[src/rtl/rrarb_pkg.sv]
// Shared types and helpers for the packet round-robin arbiter.
package rrarb_pkg;

  localparam int unsigned RRARB_MAX_REQ = 64;

  typedef enum logic {
    IDLE   = 1'b0,
    LOCKED = 1'b1
  } rrarb_state_e;

  // Binary index of the set bit in a one-hot vector (zero for an all-zero vector).
  function automatic logic [31:0] onehot_to_idx(input logic [RRARB_MAX_REQ-1:0] oh);
    logic [31:0] idx;
    idx = '0;
    for (int i = 0; i < RRARB_MAX_REQ; i++) begin
      if (oh[i]) idx = idx | 32'(i);
    end
    return idx;
  endfunction

endpackage

[src/rtl/arbitration_algorithm.sv]
// Combinational round-robin pick: lowest valid requester strictly above the
// previous one-hot grant, else the lowest valid requester overall.
module arbitration_algorithm #(
  parameter int N = 8
) (
  input  logic [N-1:0] input_valid,
  input  logic [N-1:0] current_ready,
  output logic [N-1:0] grant
);

  localparam logic [N-1:0] ONE = N'(1);

  logic [N-1:0] above_mask;
  logic [N-1:0] upper_req;
  logic [N-1:0] pick_src;

  // An all-zero current_ready yields an empty mask, so the pick falls back to lowest overall.
  assign above_mask = ~(current_ready | (current_ready - ONE));
  assign upper_req  = input_valid & above_mask;
  assign pick_src   = (|upper_req) ? upper_req : input_valid;
  assign grant      = pick_src & (~pick_src + ONE);

endmodule

[src/rtl/packet_rr_arbiter.sv]
// Packet-granular round-robin arbiter: N_REQ beat streams merged into one
// registered output; a requester keeps the grant from first beat to its last beat.
module packet_rr_arbiter
  import rrarb_pkg::*;
#(
  parameter int N_REQ = 8,
  parameter int DATAW = 64,
  parameter int IDW   = $clog2(N_REQ)
) (
  input  logic                   clk,
  input  logic                   rst,
  input  logic [N_REQ-1:0]       in_valid,
  input  logic [N_REQ*DATAW-1:0] in_data,
  input  logic [N_REQ-1:0]       in_last,
  output logic [N_REQ-1:0]       in_ready,
  output logic                   out_valid,
  output logic [DATAW-1:0]       out_data,
  output logic                   out_last,
  output logic [IDW-1:0]         out_id,
  input  logic                   out_ready
);

  rrarb_state_e     state_q, state_d;
  logic [N_REQ-1:0] last_grant_q, last_grant_d;
  logic [N_REQ-1:0] lock_grant_q, lock_grant_d;
  logic [N_REQ-1:0] rr_grant;
  logic [N_REQ-1:0] grant;
  logic             slot_free;
  logic             accept;
  logic [DATAW-1:0] sel_data;
  logic             sel_last;
  logic             out_valid_q, out_valid_d;
  logic [DATAW-1:0] out_data_q;
  logic             out_last_q;
  logic [IDW-1:0]   out_id_q;

  arbitration_algorithm #(.N(N_REQ)) u_arb (
    .input_valid   (in_valid),
    .current_ready (last_grant_q),
    .grant         (rr_grant)
  );

  assign grant     = (state_q == LOCKED) ? lock_grant_q : rr_grant;
  assign slot_free = !out_valid_q || out_ready;
  // Gating with rst keeps the asynchronous reset window free of accepts.
  assign in_ready  = rst ? '0 : (grant & {N_REQ{slot_free}});
  assign accept    = |(in_valid & in_ready);

  always_comb begin
    sel_data = '0;
    sel_last = 1'b0;
    for (int i = 0; i < N_REQ; i++) begin
      if (grant[i]) begin
        sel_data = in_data[i*DATAW +: DATAW];
        sel_last = in_last[i];
      end
    end
  end

  always_comb begin
    state_d      = state_q;
    last_grant_d = last_grant_q;
    lock_grant_d = lock_grant_q;
    case (state_q)
      IDLE: begin
        if (accept && !sel_last) begin
          state_d      = LOCKED;
          lock_grant_d = grant;
        end
      end
      LOCKED: begin
        if (accept && sel_last) begin
          state_d      = IDLE;
          lock_grant_d = '0;
        end
      end
    endcase
    // Priority only rotates when a packet completes.
    if (accept && sel_last) last_grant_d = grant;
  end

  always_comb begin
    out_valid_d = out_valid_q;
    if (accept)         out_valid_d = 1'b1;
    else if (out_ready) out_valid_d = 1'b0;
  end

  always_ff @(posedge clk or posedge rst) begin
    if (rst) begin
      state_q      <= IDLE;
      last_grant_q <= {1'b1, {(N_REQ-1){1'b0}}};
      lock_grant_q <= '0;
    end else begin
      state_q      <= state_d;
      last_grant_q <= last_grant_d;
      lock_grant_q <= lock_grant_d;
    end
  end

  always_ff @(posedge clk or posedge rst) begin
    if (rst) begin
      out_valid_q <= 1'b0;
      out_data_q  <= '0;
      out_last_q  <= 1'b0;
      out_id_q    <= '0;
    end else begin
      out_valid_q <= out_valid_d;
      if (accept) begin
        out_data_q <= sel_data;
        out_last_q <= sel_last;
        out_id_q   <= IDW'(onehot_to_idx(RRARB_MAX_REQ'(grant)));
      end
    end
  end

  assign out_valid = out_valid_q;
  assign out_data  = out_data_q;
  assign out_last  = out_last_q;
  assign out_id    = out_id_q;

endmodule

[config.mk]
export PLATFORM = sky130hd
export DESIGN_NAME = packet_rr_arbiter
export DESIGN_NICKNAME = d
export VERILOG_FILES = /design/src/rtl/rrarb_pkg.sv /design/src/rtl/arbitration_algorithm.sv /design/src/rtl/packet_rr_arbiter.sv
export SDC_FILE = /design/constraint.sdc
export NUM_CORES = 1
export LEC_CHECK = 0
export CAP_MARGIN = 20
export CORE_AREA = 2 2 238 240
export DETAILED_ROUTE_END_ITERATION = 6
export DIE_AREA = 0 0 240 242
export HOLD_SLACK_MARGIN = 0.03
export SYNTH_ARGS = -nofsm -noshare
export SYNTH_HDL_FRONTEND = slang
export SYNTH_SLANG_ARGS = --single-unit
[constraint.sdc]
create_clock -name clk -period 6.1 [get_ports clk]
set_input_delay 1.22 -clock clk [delete_from_list [all_inputs] [get_ports clk]]
set_output_delay 1.22 -clock clk [all_outputs]
set_load 0.005 [all_outputs]
==> summary.txt, run 1 <==
Pwr
  • Combinational cell fraction of total power: 0.804
  • P_sw: 0.00461 W
  • Power Internal: 0.00385 W
  • Power Density: 536 mW/mm^2
  • Part of the power in the clock network: 0.066
  • Sequential Power Share: 0.130
  • Peak supply drop: 0.261 mV
  • Sw frac: 0.545
  • Leak pwr: 5.72 nW

Timing
  • Hold WS: 0.495 ns
  • Max Fclk: 180 MHz
  • Min Tclk post-route: 5.55 ns
  • RSZ-0062 raised after global routing: no
  • PnR worst setup slack: 0.545 ns
  • Final slew viol count: 0
  • Final hold vios: 0
  • Relative slew slack: 0.302
  • Final setup fails: 0
  • Fin crit share: 0.911
  • Final Skew: 0.0164 ns
  • Setup TNS: 0 ns
  • Worst slew pin tran: 1.05 ns

Run
  • Max Cap Viol: 0

Worst setup path
  • Crit. End Element: output pin
  • CP Launch Point: in_valid[2]
  • CP Class: in -> out
  • Reg-to-reg endpoint: out_data[39]$_DFFE_PP0P_
  • Worst Path Max Fanout: 10
  • Critical Path Sink: in_ready[4]
  • Required time of the critical path: 4.88 ns
  • R2r startpoint: last_grant_q[0]$_DFFE_PP0P_
  • Worst reg-to-reg path cell count: 9
  • Crit start category: input port
  • Delay-heaviest family, CP: compound AO/OA/AOI/OAI gates
  • CP Cell Sequence: clkdlybuf4s50_1 > nand2b_1 > a2bb2o_2 > and2_1 > a311o_1 > o41a_2 > nor2_1 > clkdlybuf4s50_1
  • Most frequent CP cell: clkdlybuf4s50_1
  • CP bufs+invs: 2
  • WP data arrival: 4.33 ns
  • Largest stage delay on the critical path: 0.66 ns
  • Number of cells on the critical path: 8
  • Slowest-stage cell, CP: clkdlybuf4s50_1
  • Worst reg2reg setup slack: 1.79 ns

Synthesis
  • Post-Syn Area: 0.00867 sq mm
  • Post-synth ARST share: 1.00
  • Largest family of logic cells by synthesized area: compound AO/OA/AOI/OAI gates
  • Most frequent cells after synthesis: 146 x nor2_1, 85 x dfrtp_1, 74 x a21oi_1, 69 x clkbuf_1, 67 x o31ai_1
  • Synth Instances: 1046
  • Post-synth top area share: 0.245
  • Mean Syn Cell Area: 8.29 sq um
  • Syn Nets: 1577
  • Adder-Cell Fraction of Synth Area: 0
  • Post-synth top area cell: dfrtp_1
  • Synth cell types: 83
  • Syn. warnings: 0
  • Most common cell in the netlist: nor2_1
  • Synth Area in XOR/XNOR: 0
  • Compound-Gate Fraction of Synth Area: 0.497
  • Post-synthesis sequential area ratio: 0.248
  • Primary FF master, synth: dfrtp_1
  • Top cells by area, synth: dfrtp_1 25%, a221oi_2 8.7%, nor2_1 6.3%
  • Yosys reg bits: 86
  • Simple-gate area share of the yosys netlist: 0.169
  • Multiplexer share of the synthesized area: 0.0133
  • Number of synthesized flops with an enable pin: 0

Global routing
  • Total GRT Usage: 0.193
  • Global-route wire length before repair: 81800 um
  • Pin count of the biggest net entering global routing: 69
  • Vias in the first global route: 11686
  • Initial antenna violation count: 11
  • Grt total ovfl: 0

Routing
  • Detailed router's first-iteration violation count: 762
  • Via count: 11571
  • Number of remaining DRC errors: 0
  • Drt total wl: 58400 um
  • Routed Antenna Nets: 0
  • Vias/cell: 4.94
  • Drt wl/cell: 24.9 um
  • Drt first pass iters: 5

Floorplan
  • Die Wd: 240 um
  • Starting Density: 0.156
  • Row cnt: 87
  • Die area: 0.0581 sq mm
  • Die Y-Extent: 242 um
  • I/O pin cnt: 608
  • Core Footprint: 0.0557 sq mm

Clocking
  • CTS tree: done
  • Clk slew on worst S/H paths: 0.07 ns
  • Clock sinks: 86
  • Post-CTS Hold Fix Bufs: 0
  • CTS Root Buffer Type: clkbuf_16
  • Bufs on Longest Clock Path: 2
  • TritonCTS buffer count: 9
  • H-tree Lvls: 3
  • Post-CTS Setup Inserts: 0
  • Worst-Skew Late Latency: 0.38 ns
  • # resized after CTS: 0

Outcome
  • Run status: completed

Cells and area
  • Design Area, Final: 0.0158 sq mm
  • Layout cell share with drive strength beyond 1: 0.0967
  • Multi-input gate area: 0.00599 sq mm
  • Fillers: 6050
  • P&R area growth vs syn: 82.0%
  • Fin nets: 2108
  • Register area: 0.00215 sq mm

Placed design
  • Port Buffers: 607
  • Hpwl dp: 45600 um
  • Placed Area: 0.0155 sq mm
  • Routability cong.: 0.959
  • Pre-CTS setup slack: 0.591 ns

Min path
  • Cells on Worst Hold Path: 2
  • Worst Hold Class: reg -> reg
==> power groups by stage <==
| stage | combinational [W] | clock (W) | sequential, W |
|---|---|---|---|
| after floorplan | 0.00414 | 0 | 0.00107 |
| after global placement | 0.00671 | 0 | 0.00110 |
| after detailed placement | 0.00677 | 0 | 0.00111 |
| after CTS | 0.00679 | 0.000598 | 0.00110 |
| after global routing | 0.00723 | 0.000620 | 0.00113 |
| final | 0.00680 | 0.000561 | 0.00110 |
==> stage by stage <==
stage          power (W)   util  instances
5_1_grt          0.00898  0.283       2339
4_1_cts          0.00848  0.283       2338
2_1_floorplan    0.00520      -       1046
3_5_place_dp     0.00787  0.278       2322
6_report         0.00846  0.283       2341
3_3_place_gp     0.00781  0.278       2322
==> final cells by class <==
type / count / area share
sequential: 86 / 0.136
clock inverter: 4 / 0.00206
inverter: 7 / 0.00182
timing repair buffer: 639 / 0.404
tap: 756 / 0.0599
clock buffer: 12 / 0.0156
multi-input combinational: 834 / 0.380
antenna: 3 / 0.000476
==> tightest hold or removal path: cells and delay by family, from the launching register on <==
family	cells	cell delay [ns]
DFF	1	0.35
AOI/OAI and AO/OA	1	0.06
and+or+nand+nor	1	0.05
==> cell usage in the layout (no fill, tap or decap), types with 9 or more instances in the layout <==
master / synthesis / routed
a22o_1: 9 / 9
buf_4: 3 / 27
o22ai_1: 66 / 66
dfrtp_1: 85 / 85
nand3_1: 9 / 9
and3_1: 64 / 64
clkbuf_16: 0 / 9
a21oi_1: 74 / 72
a21boi_2: 10 / 10
a211oi_1: 66 / 66
a221oi_1: 15 / 15
a21boi_1: 54 / 54
nand2b_1: 9 / 9
o211ai_1: 64 / 64
nor2_1: 146 / 145
o31ai_1: 67 / 66
a221oi_2: 50 / 50
nand2_1: 26 / 25
clkdlybuf4s50_1: 0 / 607
==> cells by family after synthesis <==
logic type             Yosys count
flip-flops                      86
AO/OA/AOI/OAI                  534
AND/OR/NAND/NOR                292
multiplexers                     8
buffers and inverters          126
==> layer usage <==
layer  vias up  part of all wire  global-route usage
li1       5232                 -                   -
met4         6             0.029              0.0564
met5         -           0.00055                   0
met2       584              0.48               0.331
met3        79             0.086              0.0567
met1      5670              0.40               0.231
==> worst min-delay path by stage <==
| stage | to | slack, ns | startpoint |
|---|---|---|---|
| floorplan | out_last$_DFFE_PP0P_ | 0.47 | out_last$_DFFE_PP0P_ |
| global placement | out_id[1]$_DFFE_PP0P_ | 0.48 | out_id[1]$_DFFE_PP0P_ |
| detailed placement | out_id[1]$_DFFE_PP0P_ | 0.49 | out_id[1]$_DFFE_PP0P_ |
| CTS | out_id[1]$_DFFE_PP0P_ | 0.51 | out_id[1]$_DFFE_PP0P_ |
| global route | out_id[1]$_DFFE_PP0P_ | 0.56 | out_id[1]$_DFFE_PP0P_ |
| finish | out_id[1]$_DFFE_PP0P_ | 0.50 | out_id[1]$_DFFE_PP0P_ |
==> registers in the layout, summed over array words and instances (netlist names), named ones only <==
name and count:
out_id 3, out_last 1, out_data 64, last_grant_q 8, out_valid 1, lock_grant_q 8
(Power assumes the default switching activity.)
==> run 2, diff against run 1 <==
Settings changed: GPL_ROUTABILITY_DRIVEN from default to 1, PLACE_DENSITY from default to 0.49.
==> summary.txt, run 2 (same netlist as run 1, synthesis figures left out) <==
Routing
  • Vias/cell: 4.82 (-2.4%)
  • Drt wl/cell: 23.8 um (-4.7%)
  • Number of remaining DRC errors: 0 (unchanged)
  • Detailed router's first-iteration violation count: 664 (-13%)
  • Drt total wl: 55500 um (-5.0%)
  • Via count: 11265 (-2.6%)
  • Drt first pass iters: 5 (unchanged)
  • Routed Antenna Nets: 0 (unchanged)

Cells and area
  • P&R area growth vs syn: 81.6%
  • Layout cell share with drive strength beyond 1: 0.0925 (-0.00419)
  • Fin nets: 2104 (-0.19%)
  • Design Area, Final: 0.0157 sq mm (-0.25%)
  • Most common cell after layout, fill and taps aside: clkdlybuf4s50_1
  • Fillers: 6105 (+0.91%)
  • Most frequent cells in the layout: 607 x clkdlybuf4s50_1, 145 x nor2_1, 85 x dfrtp_1
  • Max reg flops: 64 (unchanged)

Worst setup path
  • Slowest-stage cell, CP: clkdlybuf4s50_1
  • R2r startpoint: last_grant_q[1]$_DFFE_PP0P_
  • CP Class: in -> out
  • WP data arrival: 4.28 ns (-0.05 ns)
  • Required time of the critical path: 4.88 ns (about the same)
  • Largest stage delay on the critical path: 0.55 ns (-0.11 ns)
  • CP Cell Sequence: clkdlybuf4s50_1 > nor2b_1 > nor4_1 > a21o_1 > a31oi_1 > o41a_2 > nor2_1 > clkdlybuf4s50_1
  • Most frequent CP cell: clkdlybuf4s50_1
  • Crit start category: input port
  • CP Launch Point: in_valid[4]
  • Crit. End Element: output pin
  • Worst Path Max Fanout: 10 (unchanged)

Placed design
  • Pre-CTS setup slack: 0.632 ns (+0.0411 ns)
  • Port Buffers: 607 (unchanged)
  • Placed Area: 0.0155 sq mm (-0.11%)
  • Routability cong.: 0.885 (-7.8%)
  • Hpwl dp: 41400 um (-9.2%)

Clocking
  • Post-CTS Hold Fix Bufs: 0 (unchanged)
  • # resized after CTS: 0 (unchanged)
  • Clk slew on worst S/H paths: 0.06 ns (about the same)
  • CTS tree: done
  • H-tree Lvls: 3 (unchanged)
  • Clock sinks: 86 (unchanged)
  • TritonCTS buffer count: 9 (unchanged)
  • Worst-Skew Late Latency: 0.37 ns (about the same)
  • CTS Root Buffer Type: clkbuf_16
  • Bufs on Longest Clock Path: 2 (unchanged)
  • Post-CTS Setup Inserts: 0 (unchanged)

Floorplan
  • Core Footprint: 0.0557 sq mm (unchanged)
  • Die area: 0.0581 sq mm (unchanged)
  • Die Y-Extent: 242 um (unchanged)
  • I/O pin cnt: 608 (unchanged)
  • Starting Density: 0.156 (unchanged)
  • Row cnt: 87 (unchanged)
  • Die Wd: 240 um (unchanged)

Timing
  • Final hold vios: 0 (unchanged)
  • Min Tclk post-route: 5.50 ns (-0.0562 ns)
  • Final setup fails: 0 (unchanged)
  • RSZ-0062 raised after global routing: no
  • Final Skew: 0.00779 ns (-0.00858 ns)
  • Fin crit share: 0.901 (-0.00921)
  • Worst slew pin tran: 1.18 ns (+0.133 ns)
  • Setup TNS: 0 ns (unchanged)
  • Relative slew slack: 0.214 (-0.0884)
  • Final slew viol count: 0 (unchanged)
  • Hold WS: 0.504 ns (+0.00814 ns)
  • PnR worst setup slack: 0.601 ns (+0.0562 ns)
  • Max Fclk: 182 MHz (+1.0%)

Pwr
  • Peak supply drop: 0.383 mV (+47%)
  • Total design power: 0.00830 W (-1.8%)
  • Power Density: 527 mW/mm^2 (-1.6%)
  • Leak pwr: 5.71 nW (-0.27%)

Global routing
  • Vias in the first global route: 11747 (+0.52%)
  • Global-route wire length before repair: 79500 um (-2.9%)
  • Grt total ovfl: 0 (unchanged)
  • Total GRT Usage: 0.184 (-0.00839)
  • Pin count of the biggest net entering global routing: 133 (+93%)
  • Initial antenna violation count: 2 (-9)

Min path
  • Worst Hold Launch: out_id[1]$_DFFE_PP0P_
  • Worst Hold Class: reg -> reg

Outcome
  • Run status: completed

Run
  • Max Cap Viol: 0 (unchanged)
==> run 2: cell count changes in the layout (fill, tap and decap cells not counted) <==
cell | before | now
diode_2 | 3 | 1
clkinvlp_4 | 2 | 0
clkinv_2 | 0 | 1
buf_12 | 5 | 6
clkbuf_1 | 2 | 5
clkinv_4 | 2 | 0
buf_4 | 27 | 22
==> run 2: stage by stage <==
stage	cells	utilization
5_1_grt	2335	0.283
4_1_cts	2334	0.282
2_1_floorplan	1046	-
3_3_place_gp	2318	0.278
6_report	2335	0.283
3_5_place_dp	2318	0.278
==> run 2: where the power goes <==
part / switching, W / total, W / internal (W)
Clock: 0.000258 / 0.000546 / 0.000288
Sequential: 0.000255 / 0.00113 / 0.000876
Combinational: 0.00395 / 0.00663 / 0.00267
==> run 2: critical path: cells and delay by family <==
| kind | cells | cell delay, ns |
|---|---|---|
| buffers and inverters | 2 | 1.07 |
| AO/OA/AOI/OAI | 3 | 1.20 |
| AND/OR/NAND/NOR | 3 | 0.78 |
==> run 2: layer usage <==
layer  wire length [um]  up-vias  track usage  part of all wire
met5                 12        -            0           0.00022
li1                   -     5208            -                 -
met1              22300     5489        0.220              0.40
met2              27500      500        0.322              0.50
met4               1230        2       0.0473             0.022
met3               4410       66       0.0517             0.079
==> run 2: cell type report <==
| cell class | instances | area, sq um | area share |
|---|---|---|---|
| clock buffers | 15 | 258 | 0.0164 |
| clock inverters | 1 | 5.00 | 0.000318 |
| repair buffers | 635 | 6360 | 0.404 |
| flip-flops and latches | 86 | 2150 | 0.137 |
| multi-input cells | 834 | 5990 | 0.381 |
| diodes | 1 | 2.50 | 0.000159 |
| well taps | 756 | 946 | 0.0601 |
| inverters | 7 | 28.8 | 0.00183 |
==> run 2: path summary, 6_finish.rpt <==
check | endpoint | slack (ns) | depth (start not counted)
worst max-delay path | in_ready[4] | 0.60 | 8
worst min-delay path | out_id[1]$_DFFE_PP0P_ | 0.50 | 2
worst max register to register | last_grant_q[3]$_DFFE_PP0P_ | 1.81 | 9
worst min register to register | out_id[1]$_DFFE_PP0P_ | 0.50 | 2
max in group asynchronous | out_data[5]$_DFFE_PP0P_ | 3.54 | 4
min in group asynchronous | out_data[38]$_DFFE_PP0P_ | 1.43 | 3
==> run 3, diff against run 2 <==
Settings changed: CTS_BUF_LIST from default to sky130_fd_sc_hd__clkbuf_16, MAX_ROUTING_LAYER from default to met4.
==> summary.txt, run 3 (same netlist as run 1, synthesis figures left out) <==
Outcome
  • Run status: completed

Routing
  • Vias/cell: 4.84 (+0.25%)
  • Metal3 WL: 3540 um (-20%)
  • DRT met1 WL: 23100 um (+3.5%)
  • Via count: 11303 (+0.34%)
  • Top layer in use: met4
  • Number of remaining DRC errors: 0 (unchanged)
  • Drt total wl: 55300 um (-0.26%)
  • Routed Antenna Nets: 0 (unchanged)
  • Drt wl/cell: 23.7 um (-0.34%)
  • Detailed router's first-iteration violation count: 637 (-4.1%)
  • Met2 wire length: 27800 um (+0.93%)
  • Drt first pass iters: 5 (unchanged)

Worst setup path
  • Critical Path Sink: in_ready[4]
  • Largest stage delay on the critical path: 0.55 ns (about the same)
  • CP Cell Sequence: clkdlybuf4s50_1 > nor2b_1 > nor4_1 > a21o_1 > a31oi_1 > o41a_2 > nor2_1 > clkdlybuf4s50_1
  • Number of cells on the critical path: 8 (unchanged)
  • Crit start category: input port
  • CP Launch Point: in_valid[4]
  • Reg-to-reg endpoint: last_grant_q[2]$_DFFE_PP0P_
  • WP data arrival: 4.24 ns (-0.04 ns)
  • CP Class: in -> out
  • Most frequent CP cell: clkdlybuf4s50_1
  • Crit. End Element: output pin
  • Slowest-stage cell, CP: clkdlybuf4s50_1
  • Worst reg2reg setup slack: 1.89 ns (+0.08 ns)
  • R2r startpoint: last_grant_q[1]$_DFFE_PP0P_
  • Delay-heaviest family, CP: compound AO/OA/AOI/OAI gates
  • CP bufs+invs: 2 (unchanged)
  • Required time of the critical path: 4.88 ns (about the same)
  • Worst reg-to-reg path cell count: 9 (unchanged)
  • Worst Path Max Fanout: 10 (unchanged)

Run
  • Max Cap Viol: 0 (unchanged)

Global routing
  • Vias in the first global route: 11878 (+1.1%)
  • Global-route wire length before repair: 79700 um (+0.30%)
  • Pin count of the biggest net entering global routing: 133 (unchanged)
  • Total GRT Usage: 0.190 (+0.00596)
  • Grt total ovfl: 0 (unchanged)
  • Initial antenna violation count: 2 (unchanged)

Clocking
  • Worst-Skew Late Latency: 0.39 ns (+0.02 ns)
  • Post-CTS Setup Inserts: 0 (unchanged)
  • Clock sinks: 86 (unchanged)
  • Post-CTS Hold Fix Bufs: 0 (unchanged)
  • H-tree Lvls: 3 (unchanged)
  • TritonCTS buffer count: 9 (unchanged)
  • Bufs on Longest Clock Path: 2 (unchanged)
  • # resized after CTS: 0 (unchanged)
  • CTS tree: done
  • Clk slew on worst S/H paths: 0.07 ns (about the same)
  • CTS Root Buffer Type: clkbuf_16

Min path
  • Worst Hold Class: reg -> reg
  • Worst Hold Launch: out_id[1]$_DFFE_PP0P_

Floorplan
  • Core Footprint: 0.0557 sq mm (unchanged)
  • I/O pin cnt: 608 (unchanged)
  • Die area: 0.0581 sq mm (unchanged)
  • Die Wd: 240 um (unchanged)
  • Row cnt: 87 (unchanged)
  • Die Y-Extent: 242 um (unchanged)
  • Starting Density: 0.156 (unchanged)

Cells and area
  • Register area: 0.00215 sq mm (unchanged)
  • Multi-input gate area: 0.00599 sq mm (unchanged)
  • Most common cell after layout, fill and taps aside: clkdlybuf4s50_1
  • Layout cell share with drive strength beyond 1: 0.0950 (+0.00247)
  • Final core occ: 0.284 (+0.00132)
  • P&R area growth vs syn: 82.5%
  • Max reg flops: 64 (unchanged)
  • Most frequent cells in the layout: 607 x clkdlybuf4s50_1, 145 x nor2_1, 85 x dfrtp_1
  • Fillers: 6092 (-0.21%)
  • Fin nets: 2105 (+0.048%)

Timing
  • RSZ-0062 raised after global routing: no
  • Final hold vios: 0 (unchanged)
  • Min Tclk post-route: 5.46 ns (-0.0390 ns)
  • Final Skew: 0.0166 ns (+0.00885 ns)
  • Worst slew pin tran: 0.981 ns (-0.199 ns)
  • Relative slew slack: 0.346 (+0.132)
  • Setup TNS: 0 ns (unchanged)
  • Final setup fails: 0 (unchanged)
  • Final slew viol count: 0 (unchanged)
  • Max Fclk: 183 MHz (+0.72%)
  • Fin crit share: 0.895 (-0.00640)

Pwr
  • Power Density: 533 mW/mm^2 (+1.0%)
  • Leak pwr: 5.74 nW (+0.65%)
  • Total design power: 0.00843 W (+1.5%)
  • Peak supply drop: 0.399 mV (+4.2%)

Placed design
  • Hpwl dp: 41200 um (-0.51%)
  • Port Buffers: 607 (unchanged)
  • Routability cong.: 0.910 (+2.9%)
## run 3: cell count changes in the layout (fill, tap and decap cells not counted), sizes merged
cell      change
buf           +1
bufinv        +3
clkbuf        -6
clkinv        +1
clkinvlp      +1
diode         +1
inv           +1
## run 3: tightest hold or removal path: cells and delay by family, from the launching register on
kind,cells,cell delay (ns)
flip-flops,1,0.37
AO/OA/AOI/OAI,1,0.07
AND/OR/NAND/NOR,1,0.05
## run 3: how the worst min path moves through the flow
stage | depth (start not counted) | slack (ns) | endpoint
after floorplan | 2 | 0.47 | out_last$_DFFE_PP0P_
after global routing | 2 | 0.58 | out_valid$_DFFE_PP0P_
after detailed placement | 2 | 0.52 | out_id[1]$_DFFE_PP0P_
final | 2 | 0.52 | out_id[1]$_DFFE_PP0P_
after CTS | 2 | 0.53 | out_id[1]$_DFFE_PP0P_
after global placement | 2 | 0.47 | out_id[1]$_DFFE_PP0P_
## run 3: stage by stage
step / cell area (sq um) / hold WS (ns) / setup WS, ns / instances
after floorplan: 8670 / 0.471 / 0.888 / 1046
after global placement: 15500 / 0.475 / 0.674 / 2319
after detailed placement: 15500 / 0.515 / 0.693 / 2319
after CTS: 15800 / 0.531 / 0.683 / 2335
after global routing: 15800 / 0.582 / 0.459 / 2336
final: 15800 / 0.524 / 0.640 / 2337
## run 3: cell type report
| class | count | share of cell area |
|---|---|---|
| inverter | 7 | 0.00182 |
| antenna | 2 | 0.000316 |
| multi-input combinational | 834 | 0.379 |
| timing repair buffer | 636 | 0.402 |
| clock inverter | 7 | 0.00720 |
| sequential | 86 | 0.136 |
| clock buffer | 9 | 0.0142 |
| tap | 756 | 0.0598 |
## run 3: per-layer routing
layer | GRT usage | vias to the layer above
li1 | - | 5219
met1 | 0.226 | 5548
met2 | 0.329 | 495
met3 | 0.0352 | 41
met4 | 0.0464 | 0
met5 | - | -
## run 3: where the power goes
part,internal (W),switching (W)
registers,0.000876,0.000223
logic,0.00266,0.00398
clock network,0.000399,0.000281
total,0.00394,0.00449
